==> config.mk <==
export PLATFORM = sky130hd
export DESIGN_NAME = dm_port_arbiter
export DESIGN_NICKNAME = d
export VERILOG_FILES = /design/src/rtl/dm_arb_pkg.sv /design/src/rtl/dm_lane_unit.sv /design/src/rtl/dm_port_arbiter.sv
export SDC_FILE = /design/constraint.sdc
export NUM_CORES = 1
export LEC_CHECK = 0
export BUFFER_PORTS_ARGS = -buffer_cell sky130_fd_sc_hd__buf_2
export CAP_MARGIN = 20
export CORE_AREA = 2 2 161 163
export CTS_CLUSTER_SIZE = 30
export DETAILED_ROUTE_END_ITERATION = 7
export DIE_AREA = 0 0 163 165
export SYNTH_ARGS = -nofsm -noshare
export SYNTH_HDL_FRONTEND = slang
export SYNTH_HIERARCHICAL = 1
export SYNTH_SLANG_ARGS = --single-unit
==> constraint.sdc <==
create_clock -name clk -period 3.1 [get_ports clk]
set_input_delay 0.93 -clock clk [delete_from_list [all_inputs] [get_ports clk]]
set_output_delay 0.93 -clock clk [all_outputs]
set_load 0.05 [all_outputs]
==> src/rtl/dm_arb_pkg.sv <==
// Shared types and constants for the two-port data-memory arbiter.
// Size codes, lane codes, FSM state and latched transaction bundle.
package dm_arb_pkg;

  localparam logic [1:0] SZ_BYTE = 2'd0;
  localparam logic [1:0] SZ_HALF = 2'd1;
  localparam logic [1:0] SZ_WORD = 2'd2;

  localparam logic [3:0] LANE_B0  = 4'h1;
  localparam logic [3:0] LANE_B1  = 4'h2;
  localparam logic [3:0] LANE_B2  = 4'h4;
  localparam logic [3:0] LANE_B3  = 4'h8;
  localparam logic [3:0] LANE_HLO = 4'h3;
  localparam logic [3:0] LANE_HHI = 4'h9;
  localparam logic [3:0] LANE_W   = 4'hF;

  typedef enum logic [1:0] {
    ST_IDLE   = 2'd0,
    ST_ACCESS = 2'd1,
    ST_RESP   = 2'd2
  } state_e;

  typedef struct packed {
    logic        we;
    logic [1:0]  size;
    logic        sign;
    logic [31:0] addr;
    logic [31:0] wdata;
    logic [31:0] pc;
    logic        port;
  } txn_t;

endpackage

==> src/rtl/dm_lane_unit.sv <==
// Lane code, alignment check and load extraction for one access.
// Purely combinational; size 3 behaves as a word.
module dm_lane_unit
  import dm_arb_pkg::*;
(
  input  logic [1:0]  size,
  input  logic [1:0]  lo,
  input  logic        sign,
  input  logic [31:0] rdata,
  output logic [3:0]  lane,
  output logic        aligned,
  output logic [31:0] ldata
);

  logic        is_b;
  logic        is_h;
  logic [31:0] bsh;
  logic [31:0] hsh;

  assign is_b = (size == SZ_BYTE);
  assign is_h = (size == SZ_HALF);
  assign bsh  = rdata >> {lo, 3'b000};
  assign hsh  = rdata >> {lo[1], 4'b0000};

  always_comb begin
    lane    = LANE_W;
    aligned = 1'b1;
    ldata   = rdata;
    unique case (1'b1)
      is_b: begin
        unique case (lo)
          2'd0:    lane = LANE_B0;
          2'd1:    lane = LANE_B1;
          2'd2:    lane = LANE_B2;
          default: lane = LANE_B3;
        endcase
        ldata = {{24{sign & bsh[7]}}, bsh[7:0]};
      end
      is_h: begin
        lane    = lo[1] ? LANE_HHI : LANE_HLO;
        aligned = ~lo[0];
        ldata   = {{16{sign & hsh[15]}}, hsh[15:0]};
      end
      default: begin
        lane    = LANE_W;
        aligned = (lo == 2'd0);
        ldata   = rdata;
      end
    endcase
  end

endmodule

==> src/rtl/dm_port_arbiter.sv <==
// Round-robin arbiter from two load/store ports to one data memory.
// One transaction in flight; registered, lane-extended response.
module dm_port_arbiter
  import dm_arb_pkg::*;
#(
  parameter int AW = 10
) (
  input  logic          clk,
  input  logic          reset,
  input  logic          req0_valid,
  output logic          req0_ready,
  input  logic          req0_we,
  input  logic [1:0]    req0_size,
  input  logic          req0_sign,
  input  logic [31:0]   req0_addr,
  input  logic [31:0]   req0_wdata,
  input  logic [31:0]   req0_pc,
  output logic          rsp0_valid,
  output logic [31:0]   rsp0_rdata,
  output logic          rsp0_err,
  input  logic          req1_valid,
  output logic          req1_ready,
  input  logic          req1_we,
  input  logic [1:0]    req1_size,
  input  logic          req1_sign,
  input  logic [31:0]   req1_addr,
  input  logic [31:0]   req1_wdata,
  input  logic [31:0]   req1_pc,
  output logic          rsp1_valid,
  output logic [31:0]   rsp1_rdata,
  output logic          rsp1_err,
  output logic          mem_we,
  output logic [3:0]    mem_store_sig,
  output logic [AW-1:0] mem_a,
  output logic [31:0]   mem_wdata,
  output logic [31:0]   mem_pc,
  output logic [31:0]   mem_addr,
  input  logic [31:0]   mem_rdata
);

  state_e      state_q, state_d;
  txn_t        txn_q, txn_d;
  logic        last_q, last_d;
  logic [31:0] rdata_q, rdata_d;
  logic        err_q, err_d;

  logic        can_acc;
  logic        gnt;
  logic        hs;
  logic        aligned;
  logic [3:0]  lane;
  logic [31:0] ldata;

  dm_lane_unit u_lane (
    .size    (txn_q.size),
    .lo      (txn_q.addr[1:0]),
    .sign    (txn_q.sign),
    .rdata   (mem_rdata),
    .lane    (lane),
    .aligned (aligned),
    .ldata   (ldata)
  );

  // Tie goes to the port that did not win last time.
  assign can_acc = (state_q == ST_IDLE) || (state_q == ST_RESP);
  assign gnt     = (req0_valid & req1_valid) ? ~last_q : req1_valid;
  assign req0_ready = can_acc & req0_valid & ~gnt;
  assign req1_ready = can_acc & req1_valid & gnt;
  assign hs      = req0_ready | req1_ready;

  always_ff @(posedge clk) begin
    if (!reset) begin
      state_q <= ST_IDLE;
      txn_q   <= '0;
      last_q  <= 1'b1;
      rdata_q <= '0;
      err_q   <= 1'b0;
    end else begin
      state_q <= state_d;
      txn_q   <= txn_d;
      last_q  <= last_d;
      rdata_q <= rdata_d;
      err_q   <= err_d;
    end
  end

  always_comb begin
    state_d = state_q;
    unique case (state_q)
      ST_IDLE:   state_d = hs ? ST_ACCESS : ST_IDLE;
      ST_ACCESS: state_d = ST_RESP;
      ST_RESP:   state_d = hs ? ST_ACCESS : ST_IDLE;
      default:   state_d = ST_IDLE;
    endcase
  end

  always_comb begin
    txn_d   = txn_q;
    last_d  = last_q;
    rdata_d = rdata_q;
    err_d   = err_q;
    if (hs) begin
      last_d = gnt;
      if (gnt)
        txn_d = '{req1_we, req1_size, req1_sign, req1_addr,
                  req1_wdata, req1_pc, 1'b1};
      else
        txn_d = '{req0_we, req0_size, req0_sign, req0_addr,
                  req0_wdata, req0_pc, 1'b0};
    end
    if (state_q == ST_ACCESS) begin
      rdata_d = (txn_q.we | ~aligned) ? 32'd0 : ldata;
      err_d   = ~aligned;
    end
  end

  always_comb begin
    mem_we        = (state_q == ST_ACCESS) & txn_q.we & aligned & reset;
    mem_store_sig = lane;
    mem_a         = txn_q.addr[AW+1:2];
    mem_wdata     = txn_q.wdata;
    mem_pc        = txn_q.pc;
    mem_addr      = txn_q.addr;
    rsp0_valid    = (state_q == ST_RESP) & ~txn_q.port;
    rsp1_valid    = (state_q == ST_RESP) & txn_q.port;
    rsp0_rdata    = rsp0_valid ? rdata_q : 32'd0;
    rsp1_rdata    = rsp1_valid ? rdata_q : 32'd0;
    rsp0_err      = rsp0_valid & err_q;
    rsp1_err      = rsp1_valid & err_q;
  end

endmodule

==> results.ini <==
[grt]
antenna_found_initial = 7
overflow = 0
grt_pass1_vias = 7361
grt_pass1_wl_um = 40690
grtUsageTotal_pct = 19.29
grt_start_max_net_pins = 102

[place]
portBuffers = 416
hpwl_um = 19800
place.gp.congestion = 0.8361
dp_cells = 1566

[drt]
drt_iter0_markers = 564
wl_per_cell_um = 16.74
ant_nets = 0
viasPerCell = 4.848
drt_wl_total_um = 26820
dr_total_vias = 7767
route.detailed.drc = 0
dr.pass1.iters = 5

[die]
fp-row-count = 58
chipHeight_um = 165
io-pin-count = 417
dieArea_sq_mm = 0.02690
start_util_pct = 30.24
core_area_sq_mm = 0.02504
die_w_um = 163

[timing]
clock_skew_ns = 0.02065
finalSetupTns_ns = 0
max_clock_freq_mhz = 369.4
hold_violations = 0
period_minus_slack_ns = 2.707
post-route-period-util_pct = 87.32
whs_ns = 0.4680
slew_violations = 0
slew_headroom_pct = 54.62
grt_setup_unrepaired = no
worst_pin_slew_ns = 0.6793
finalSetupViolations = 0

[yosys]
synth.net_count = 1231
syn_inst = 995
synth_area_sq_mm = 0.007572
async_flop_share_pct = 0
yosys_warnings = 6
ys_ff_latch = 137
avgSynthCellArea_sq_um = 7.610
synth_edf_count = 0
synth_top_area_cell = dfxtp_1
synthDistinctLibCells = 41
ys.flop_type = dfxtp_1
synth.area.top_cells = dfxtp_1, buf_4, nand2_1
synth_top_area_share_pct = 36.22
yosysSeqAreaShare_pct = 36.22

[critical_path]
worst-setup-path-type = reg2out
r2r-start = mem_addr[0]
crit_fanout = 12
cp-end-kind = output port
r2r_end = rdata_q[10]
critPathCapture = mem_we
crit_required_ns = 2.17
startpoint = mem_addr[0]
reg2regPathDepth = 6
r2r_slack_ns = 0.99
arrival_ns = 1.78
critPathLaunchType = flop

[clock_tree]
clk_pin_slew_ns = 0.06
cts_resized = 0
hold_buffers = 0
cts_tree = built
clkLatencyLatePin_ns = 0.42
cts_buffers = 17
cts_max_level = 4
clock-root-buffer = clkbuf_16
clockBufferDepth = 2
postCtsSetupBuffers = 0
cts_num_sinks = 137

[final_layout]
layout-drive-gt1-share_pct = 37.46
final_cell_mix = buf_2, nand2_1, dfxtp_1, a31oi_1, o21ai_1
post_layout_nonfiller_instances = 1602
syn_to_final_growth_pct = 27.35
n_fill_cell = 2723
final_common_cell = buf_2
fin_nets = 1491

[hold_path]
min_delay_path_depth = 2
hold_path_class = reg2reg

[run_status]
status = finished clean

[pwr]
power-per-cell-area_mw_per_mm2 = 595.7
vdd_drop_max_v = 0.0002739
p_leak_nw = 4.698

[job]
maxCapViolCount = 0

==> synthesized netlist by cell type (2+ instances only) <==
library cell and instances:
a21oi_1 9, clkbuf_1 29, nor2_1 48, nand2b_1 5
nand2_1 209, a22oi_1 32, o21ai_0 13, a221o_1 8
or2_2 2, o21ai_1 89, buf_6 4, a31oi_1 100
o221ai_1 7, buf_2 40, nor2b_1 27, o22ai_1 18
buf_4 120, and2_1 67, mux2i_1 9, dfxtp_1 137
o21bai_1 2
==> per-layer routing <==
layer	global-route usage [%]	share of wire, %	up-vias
met5	0	0.089	-
met2	33.42	50	322
met4	6.718	1.9	4
li1	-	-	3858
met3	5.625	7.8	32
met1	22.75	40	3551
==> logic make-up after synthesis <==
| group | synth area share [%] |
|---|---|
| AND/OR/NAND/NOR | 21.81 |
| flip-flops | 36.22 |
| multiplexers | 1.685 |
| buffers and inverters | 16.67 |
| AO/OA/AOI/OAI | 23.61 |
==> metrics by stage <==
stage / setup slack (ns) / util (%) / power [W] / area, sq um
final: 0.3931 / 38.52 / 0.005744 / 9643
after global routing: 0.1794 / 38.52 / 0.006017 / 9643
after CTS: 0.3292 / 38.48 / 0.005805 / 9633
after detailed placement: 0.5270 / 36.03 / 0.003630 / 9021
after global placement: 0.5234 / 36.03 / 0.003622 / 9021
after floorplan: 0.1747 / - / 0.003360 / 7572
==> where the power goes <==
| part | total (W) | leakage (nW) | internal (W) | switching [W] |
|---|---|---|---|---|
| clock network | 0.00215 | 0.297 | 0.00125 | 0.000908 |
| registers | 0.00202 | 1.13 | 0.00192 | 0.000102 |
| logic | 0.00157 | 3.27 | 0.000465 | 0.00110 |
| total | 0.00574 | 4.70 | 0.00363 | 0.00211 |
==> sequential cells by signal, indices dropped and copies added (netlist names) <==
register,flops
mem_addr,32
mem_pc,32
mem_wdata,32
rdata_q,32
txn_q,5
state_q,2
err_q,1
last_q,1
==> worst min-delay path by stage <==
stage          startpoint     to  slack [ns]
3_5_place_dp        err_q  err_q        0.46
5_1_grt             err_q  err_q        0.51
3_3_place_gp        err_q  err_q        0.46
2_1_floorplan       err_q  err_q        0.44
6_report            err_q  err_q        0.47
4_1_cts             err_q  err_q        0.48
==> layout make-up <==
class                      count  area [sq um]  share of cell area (%)
sequential                   137          2743                   28.44
clock buffer                  18         439.2                   4.554
inverter                       2         7.507                 0.07785
tap                          330         412.9                   4.282
timing repair buffer         434          2267                   23.51
multi-input combinational    663          3591                   37.24
antenna                        4         10.01                  0.1038
clock inverter                14         172.7                   1.791
==> critical path, stage by stage (launching register included) <==
cell and delay, ns:
dfxtp_1 0.46, o21a_1 0.24, a21oi_1 0.21, and3_1 0.19, buf_2 0.26
(Power assumes the default switching activity.)
